$ cat src/rtl/wb_pkg.sv
// rtl/wb_pkg.sv - shared types and sizes for the writeback unit
package wb_pkg;
    localparam int XLEN       = 32;
    localparam int REG_ADDR_W = 5;
    localparam int NUM_REGS   = 32;
    localparam int CNT_W      = 2;

    typedef struct packed {
        logic [REG_ADDR_W-1:0] rd;
        logic [XLEN-1:0]       data;
    } wb_entry;

    typedef enum logic {
        SRC_ALU = 1'b0,
        SRC_LSU = 1'b1
    } wb_src_e;
endpackage

$ cat src/rtl/wb_fifo.sv
// rtl/wb_fifo.sv - synchronous FIFO with full/empty flags, push and pop on one edge
module wb_fifo #(
    parameter int WIDTH = 37,
    parameter int DEPTH = 2
) (
    input  logic             i_clk,
    input  logic             i_rst_n,
    input  logic             i_push,
    input  logic [WIDTH-1:0] i_data,
    input  logic             i_pop,
    output logic [WIDTH-1:0] o_data,
    output logic             o_full,
    output logic             o_empty
);
    localparam int PTR_W = (DEPTH > 1) ? $clog2(DEPTH) : 1;

    logic [WIDTH-1:0] r_mem [DEPTH];
    logic [PTR_W-1:0] r_wr_ptr;
    logic [PTR_W-1:0] r_rd_ptr;
    logic [PTR_W:0]   r_count;
    logic             w_do_push;
    logic             w_do_pop;

    assign o_full    = (r_count == (PTR_W+1)'(DEPTH));
    assign o_empty   = (r_count == '0);
    assign o_data    = r_mem[r_rd_ptr];
    assign w_do_push = i_push && !o_full;
    assign w_do_pop  = i_pop && !o_empty;

    // Storage carries no reset; only the pointers define what is valid.
    always_ff @(posedge i_clk) begin
        if (w_do_push) begin
            r_mem[r_wr_ptr] <= i_data;
        end
    end

    always_ff @(posedge i_clk or negedge i_rst_n) begin
        if (!i_rst_n) begin
            r_wr_ptr <= '0;
            r_rd_ptr <= '0;
            r_count  <= '0;
        end else begin
            if (w_do_push) begin
                r_wr_ptr <= r_wr_ptr + PTR_W'(1);
            end
            if (w_do_pop) begin
                r_rd_ptr <= r_rd_ptr + PTR_W'(1);
            end
            case ({w_do_push, w_do_pop})
                2'b10:   r_count <= r_count + (PTR_W+1)'(1);
                2'b01:   r_count <= r_count - (PTR_W+1)'(1);
                default: r_count <= r_count;
            endcase
        end
    end
endmodule

$ cat src/rtl/writeback_unit.sv
// rtl/writeback_unit.sv - ALU/LSU result arbiter, writeback queue and RAW scoreboard
module writeback_unit #(
    parameter int XLEN       = wb_pkg::XLEN,
    parameter int FIFO_DEPTH = 2,
    parameter int CNT_W      = wb_pkg::CNT_W
) (
    input  logic                         clk,
    input  logic                         rst,
    input  logic                         issueValid_In,
    input  logic [wb_pkg::REG_ADDR_W-1:0] issueRd_In,
    output logic                         issueReady_Out,
    input  logic                         aluValid_In,
    input  logic [wb_pkg::REG_ADDR_W-1:0] aluRd_In,
    input  logic [XLEN-1:0]              aluData_In,
    output logic                         aluReady_Out,
    input  logic                         lsuValid_In,
    input  logic [wb_pkg::REG_ADDR_W-1:0] lsuRd_In,
    input  logic [XLEN-1:0]              lsuData_In,
    output logic                         lsuReady_Out,
    input  logic                         wbStall_In,
    output logic [wb_pkg::REG_ADDR_W-1:0] rdAddr_Out,
    output logic [XLEN-1:0]              rd_Out,
    output logic                         rdEnable_Out,
    input  logic [wb_pkg::REG_ADDR_W-1:0] rs1Addr_In,
    input  logic [wb_pkg::REG_ADDR_W-1:0] rs2Addr_In,
    output logic                         rs1Pending_Out,
    output logic                         rs2Pending_Out
);
    import wb_pkg::*;

    localparam int                EW      = REG_ADDR_W + XLEN;
    localparam logic [CNT_W-1:0]  CNT_MAX = '1;

    wb_src_e               r_rr;
    logic [CNT_W-1:0]      r_cnt [NUM_REGS];
    logic                  w_full;
    logic                  w_empty;
    logic                  w_grant_alu;
    logic                  w_grant_lsu;
    logic                  w_push;
    logic                  w_retire;
    logic                  w_issue_inc;
    logic [REG_ADDR_W-1:0] w_push_rd;
    logic [XLEN-1:0]       w_push_data;
    logic [EW-1:0]         w_head;
    logic [REG_ADDR_W-1:0] w_head_rd;
    logic [XLEN-1:0]       w_head_data;
    logic [NUM_REGS-1:0]   w_inc_vec;
    logic [NUM_REGS-1:0]   w_dec_vec;

    assign w_grant_alu  = aluValid_In && (!lsuValid_In || r_rr == SRC_ALU);
    assign w_grant_lsu  = lsuValid_In && (!aluValid_In || r_rr == SRC_LSU);
    // Readies are forced low during reset because they are otherwise pure combinational.
    assign aluReady_Out = rst && w_grant_alu && !w_full;
    assign lsuReady_Out = rst && w_grant_lsu && !w_full;

    assign w_push_rd   = lsuReady_Out ? lsuRd_In : aluRd_In;
    assign w_push_data = lsuReady_Out ? lsuData_In : aluData_In;
    assign w_push      = (aluReady_Out || lsuReady_Out) && (w_push_rd != '0);

    wb_fifo #(
        .WIDTH (EW),
        .DEPTH (FIFO_DEPTH)
    ) u_fifo (
        .i_clk   (clk),
        .i_rst_n (rst),
        .i_push  (w_push),
        .i_data  ({w_push_rd, w_push_data}),
        .i_pop   (w_retire),
        .o_data  (w_head),
        .o_full  (w_full),
        .o_empty (w_empty)
    );

    assign w_head_rd    = w_head[EW-1 -: REG_ADDR_W];
    assign w_head_data  = w_head[XLEN-1:0];
    assign w_retire     = !w_empty && !wbStall_In;
    assign rdEnable_Out = w_retire;
    assign rdAddr_Out   = w_retire ? w_head_rd : '0;
    assign rd_Out       = w_retire ? w_head_data : '0;

    assign issueReady_Out = rst && ((issueRd_In == '0) || (r_cnt[issueRd_In] != CNT_MAX));
    assign w_issue_inc    = issueValid_In && issueReady_Out && (issueRd_In != '0);
    assign rs1Pending_Out = (r_cnt[rs1Addr_In] != '0);
    assign rs2Pending_Out = (r_cnt[rs2Addr_In] != '0);

    always_comb begin
        w_inc_vec = '0;
        w_dec_vec = '0;
        if (w_issue_inc) begin
            w_inc_vec[issueRd_In] = 1'b1;
        end
        if (w_retire) begin
            w_dec_vec[w_head_rd] = 1'b1;
        end
    end

    always_ff @(posedge clk or negedge rst) begin
        if (!rst) begin
            r_rr <= SRC_ALU;
        end else if (aluReady_Out && lsuValid_In) begin
            r_rr <= SRC_LSU;
        end else if (lsuReady_Out && aluValid_In) begin
            r_rr <= SRC_ALU;
        end
    end

    // x0 never sees an increment (rd!=0 gate) nor a retire (rd=0 never enqueued).
    always_ff @(posedge clk or negedge rst) begin
        if (!rst) begin
            for (int i = 0; i < NUM_REGS; i++) begin
                r_cnt[i] <= '0;
            end
        end else begin
            for (int i = 0; i < NUM_REGS; i++) begin
                case ({w_inc_vec[i], w_dec_vec[i]})
                    2'b10: r_cnt[i] <= r_cnt[i] + CNT_W'(1);
                    2'b01: r_cnt[i] <= (r_cnt[i] != '0) ? r_cnt[i] - CNT_W'(1) : r_cnt[i];
                    default: r_cnt[i] <= r_cnt[i];
                endcase
            end
        end
    end
endmodule

$ cat config.mk
export PLATFORM = sky130hd
export DESIGN_NAME = writeback_unit
export DESIGN_NICKNAME = d
export VERILOG_FILES = /design/src/rtl/wb_pkg.sv /design/src/rtl/wb_fifo.sv /design/src/rtl/writeback_unit.sv
export SDC_FILE = /design/constraint.sdc
export NUM_CORES = 1
export LEC_CHECK = 0
export CAP_MARGIN = 20
export CORE_UTILIZATION = 49
export CTS_CLUSTER_SIZE = 8
export DETAILED_ROUTE_END_ITERATION = 6
export GPL_ROUTABILITY_DRIVEN = 0
export PLACE_DENSITY = 0.88
export SLEW_MARGIN = 0
export SYNTH_ARGS = -nofsm -noshare
export SYNTH_HDL_FRONTEND = slang
export SYNTH_SLANG_ARGS = --single-unit
$ cat constraint.sdc
create_clock -name clk -period 3.3 [get_ports clk]
set_input_delay 0.66 -clock clk [delete_from_list [all_inputs] [get_ports clk]]
set_output_delay 0.66 -clock clk [all_outputs]
set_load 0.1 [all_outputs]
# After elaboration in Yosys (flattened, before gate mapping)
# Memories as Yosys holds them, arrays and structs flattened.
# Index checks and enable logic that the tools add are counted.
# W data, S select, Z words.
[totals] ff_bits=69 ram_bits=74 mem_count=1
[memory_table] memory="u_fifo.r_mem" words=2 word_bits=37 read_ports=1 rd_clocked_by_memory_dff=0 wr=1 line="wb_fifo.sv:17" source="logic [WIDTH-1:0] r_mem [DEPTH];"
[classes] addsub=68 magnitude_cmp=7 n_eq_ne=100 muxes=88 n_bitwise=4 reduce_logical=130
[ops] operator="$reduce_bool A2 Y1" n=68
[ops] operator="$pmux W2 S2" n=33
[ops] operator="$mux W32" n=4
[ops] operator="$mux W2" n=38
[ops] operator="$eq A2 B2 Y1 const B" n=34
[ops] operator="$add A2 B1 Y2 const B" n=33
[ops] operator="$eq A2 B1 Y1 const B" n=33
[ops] operator="$ne A2 B2 Y1 const B" n=33
[ops] operator="$sub A2 B1 Y2 const B" n=33
[ops] operator="$reduce_and A2 Y1" n=32
[ops] operator="$bmux W2 S5" n=3
[ops] operator="$ge A6 B6 Y1 const B" n=3
[ops] operator="$not A5 Y6" n=3
[ops] operator="$logic_and A1 B1 Y1" n=17
[ops] operator="$lt A5 B6 Y1 const B" n=2
[ops] operator="$demux W1 S5" n=2
[ops] operator="$ge A5 B1 Y1 const B" n=2
[ops] operator="$mux W5" n=2
[ops] operator="$reduce_bool A5 Y1" n=2
[ops] operator="$mux W1" n=6
[ops] operator="$logic_not A1 Y1" n=5
[ops] operator="$logic_not A5 Y1" n=1
[ops] operator="$logic_or A1 B1 Y1" n=4
[ops] operator="$add A1 B1 Y1 const B" n=2
[ops] operator="other kinds (2)" n=2

# Depth between registers and ports, before layout
[logic_depth] word_depth=13 depth_mapped=12 depth_no_buf=11

# By module
# A second synthesis with hierarchy kept.
[unflattened] hier_cells=891 hier_area_um2=9211.3
[by_module_without_submodules] mod="writeback_unit" n_inst=1 cells_each=758 area_per_inst_um2=6262.3
[by_module_without_submodules] mod="wb_fifo" n_inst=1 cells_each=133 area_per_inst_um2=2949.1

# Worst setup path before layout
# No wires, ideal clock.
[synth_timing] path_kind="input to register" start="in rst" end="mem u_fifo.r_mem[0][0], enable pin" setup_time_ps=431 arrival_time_ps=4686 required_ps=2869 setup_slack_ps=-1817 cell_stages=5 n_path_buf=0 path_cell_list="a21boi_0 > nand2_1 > a21oi_1 > o21ai_0 > nor2_1"
[synth_rtl] element="from (decl)" line="writeback_unit.sv:8" source="input logic rst,"
[synth_rtl] element="$logic_and A1 B1 Y1 (2 in a row)" line="writeback_unit.sv:54" source="assign aluReady_Out = rst && w_grant_alu && !w_full;"
[synth_rtl] element="via aluReady_Out" line="writeback_unit.sv:15" source="output logic aluReady_Out,"
[synth_rtl] element="$logic_or A1 B1 Y1" line="writeback_unit.sv:59" source="assign w_push = (aluReady_Out || lsuReady_Out) && (w_push_rd != '0);"
[synth_rtl] element="$logic_and A1 B1 Y1" line="writeback_unit.sv:59"
[synth_rtl] element="$logic_and A1 B1 Y1" line="wb_fifo.sv:27" source="assign w_do_push = i_push && !o_full;"
[synth_rtl] element="$mux W1" line="wb_fifo.sv:32" source="if (w_do_push) begin"
[synth_rtl] element="$mux W1 (implied by the code)" line="wb_fifo.sv:33" source="r_mem[r_wr_ptr] <= i_data;"
[synth_rtl] element="to (decl)" line="wb_fifo.sv:17"
# The timed path passes the listed nets, and every way through them passes these cells.

# Final worst setup path
[layout_timing] start="in issueRd_In[0] (netlist name)" end="out issueReady_Out"
[layout_via] elab_chain_len=7
[layout_rtl] element="from (decl)" line="writeback_unit.sv:10" source="input logic [wb_pkg::REG_ADDR_W-1:0] issueRd_In,"
[layout_rtl] element="$not A5 Y6 (implied by the code)" line="writeback_unit.sv:82" source="assign issueReady_Out = rst && ((issueRd_In == '0) || (r_cnt[issueRd_In] != CNT_MAX));"
[layout_rtl] element="$bmux W2 S5" line="writeback_unit.sv:82"
[layout_rtl] element="$mux W2 (implied by the code) (2 in a row)" line="writeback_unit.sv:82"
[layout_rtl] element="$ne A2 B2 Y1" line="writeback_unit.sv:82"
[layout_rtl] element="$logic_or A1 B1 Y1 *" line="writeback_unit.sv:82"
[layout_rtl] element="$logic_and A1 B1 Y1 *" line="writeback_unit.sv:82"
[layout_rtl] element="to (decl)" line="writeback_unit.sv:11" source="output logic issueReady_Out,"
# Mark *: on every way between the ends. The rest lies on a longest branch, timed or not. The select of a mux whose other input is x is not followed.

==> metrics.txt <==
cell count after synthesis=slightly below 900; area leader, netlist=edfxtp_1; ys flop type=edfxtp_1; count of final hold-check violations=0; slowest stage delay, CP=roughly 0.44 ns; Total Wirelength=between 20,000 and 30,000 um; r2r startpoint=u_fifo.r_count[0]; most frequent cells in the layout=nor2_1 (144), nand2_1 (140), clkdlybuf4s50_1 (86), edfxtp_1 (74), mux2i_1 (72); vias in the first global route=between 8,000 and 9,000; worst slack, placed=-0.1377 ns; latest clock arrival within the worst-skew pair=0.44 ns; gr usage total=0.3009; Ys Warns=0; Cell Area, Synth=slightly below 9000 um^2; Mapped Avg Cell Area=about 10 um^2; Setup TNS Final=0 ns; worst path cell trace=clkbuf_4 > mux2i_1 > o22ai_1 > nor3_2 > o221ai_1 > o311ai_4 > o21a_2 > buf_12; distinct cell type count after synthesis=60; area grow syn2layout=35.82%; core area=17,300 um^2; Crit path arrival time=2.57 ns; CP Capture Type=primary output; top cells by area, synth=edfxtp_1 (26%), dfrtp_1 (20%), mux2i_1 (8.6%); Max Root-Sink Buffers=2; Slew Viols, Final=0; Buf/Inv on CP=2; share of layout cells above drive strength 1=0.1897; CP Launch Type=primary input; Critical Setup Path Class=primary input to primary output; first-pass iteration count of the detailed router=5; # IOs=138; Die ar.=18,190 um^2; Layout Nets=1,153; clk sinks=143; Slew HR=0.5524; final core utilization=0.6794; global-route wire length before repair=around 42,000 um; # port buffers=137; chip height=134.9 um; CTS Buf Count=17; clk slew on worst S/H paths=approximately 0.070 ns; row count=between 40 and 50; ANT cells=0; Hold Path Class=primary input to async pin; Lkg Pwr=5.005 nW; dpl hpwl=about 19,000 um; CP Max Fanout=11; syn_nets=974; endpoints failing setup=0; CP delay by family, top=compound AO/OA/AOI/OAI gates; Worst Skew=0.01114 ns; status=completed; RSZ-0062 raised after global routing=no; Via density=between 6 and 7; Max Clock Freq=309.2 MHz; Required @ worst endpoint=around 2.6 ns; Max VDD drop=0.0005874 V; WL/cell=just over 20 um; Routed Antenna Nets=0; EDFF count, synth=74; CP max-delay cell=mux2i_1; CTS tree=done; share of the synthesized area in the top cell type=0.2568; Initial DRC Count=742; asr flop ratio synth=0.4825; Pwr Density=727.5 nW/um^2; Worst-Margin Slew=0.6714 ns; Die Wd=134.9 um; total gr overflow=0; root buf cell=clkbuf_16; part of the cycle the worst path needs=0.9799; via count=approximately 7,900; worst hold margin=0.2700 ns; initial antenna violation count=1; largest net degree at the start of global routing=50; minimum clock period=3.234 ns; fin worst setup slack=0.06631 ns; synthesized flop and latch total=143; H-Tree Depth=4; sequential area share after synthesis=0.4564; drc violations=0; initial core utilization=0.5002; max-cap violations=0; CP startpoint=issueRd_In[0]; commonest non-fill, non-tap cell in the layout=nor2_1
worst reg2reg max path, cell delays in order (launching register included):
cell	delay, ns
dfrtp_1	0.43
inv_1	0.07
a21boi_0	0.34
nand3_1	0.24
buf_4	0.22
mux2i_1	0.31
nand4_1	0.17
o21ai_0	0.14
buf_4	0.20
buf_4	0.13
ha_1	0.25
nor2_1	0.17
xor2_1	0.16
path summary, 6_finish.rpt:
kind                                           to  slack [ns]  cells past startpoint
worst max-delay path               issueReady_Out        0.07                      8
worst min-delay path                    r_cnt[37]        0.27                      2
worst max register to register  u_fifo.r_count[1]        0.39                     12
worst min register to register  u_fifo.r_count[1]        0.52                      1
max in group asynchronous         u_fifo.r_rd_ptr        2.00                      3
min in group clk                u_fifo.r_count[1]        0.52                      1
state kept, by name, indices dropped and copies added, names as in the netlist:
register and flops:
r_cnt 64, r_rr 1, u_fifo.r_count 2, u_fifo.r_mem 74
u_fifo.r_rd_ptr 1, u_fifo.r_wr_ptr 1
cell usage after synthesis, types with 9 or more instances:
library cell / count
nor4b_2: 15
inv_1: 18
a211oi_1: 20
o21ai_0: 23
nand3_1: 17
buf_2: 12
mux2i_1: 74
dfrtp_1: 69
nor2_1: 148
and3_1: 16
edfxtp_1: 74
a21oi_1: 23
clkbuf_1: 21
a22oi_1: 12
nand2_1: 140
nor3_1: 9
a21boi_0: 17
o22a_1: 21
mux4_2: 17
o22ai_1: 12
xnor2_1: 18
o21a_1: 12
cell type report:
| type | count | area (um^2) |
|---|---|---|
| fillers | 1202 | 5545 |
| multi-input cells | 672 | 4488 |
| flip-flops and latches | 143 | 3950 |
| repair buffers | 204 | 2375 |
| clock buffers | 17 | 425.4 |
| well taps | 225 | 281.5 |
| clock inverters | 15 | 160.2 |
| inverters | 19 | 71.32 |
through the flow:
step           instance area, um^2  std cells  power, mW
2_1_floorplan                 8712        878      5.074
3_3_place_gp                 11060       1259      6.420
3_5_place_dp                 11060       1259      6.542
4_1_cts                      11700       1293      8.499
5_1_grt                      11750       1295      8.866
6_report                     11750       1295      8.549
per-layer routing:
metal	global-route usage	share of wire	up-vias
met2	0.4966	0.49	472
li1	-	-	3542
met5	0	0	-
met3	0.1002	0.11	114
met1	0.3523	0.36	3805
met4	0.1454	0.041	0
cell families (layout without fill, tap and decap cells):
kind of cell / count (synthesis) / after routing / synth area share
DFF: 143 / 143 / 0.4564
and+or+nand+nor: 392 / 392 / 0.2179
adders and majority gates: 1 / 1 / 0.001446
AOI/OAI and AO/OA: 165 / 165 / 0.1364
xor gates and xnor gates: 20 / 20 / 0.02025
muxes: 94 / 94 / 0.1338
buffers and inverters: 63 / 255 / 0.03384
power by group:
part	internal (mW)	switching, mW	total [mW]
Combinational	1.45	2.51	3.96
Clock	1.02	0.912	1.93
Sequential	2.30	0.357	2.66
repair_timing:
action                                  4_1_cts  5_1_grt
endpoints found under the setup margin        3        1
gates resized for setup                       9        3
hold buffers                                  0        0
cloned                                        1        0
buffers inserted                              1        0
(Power assumes the default switching activity.)
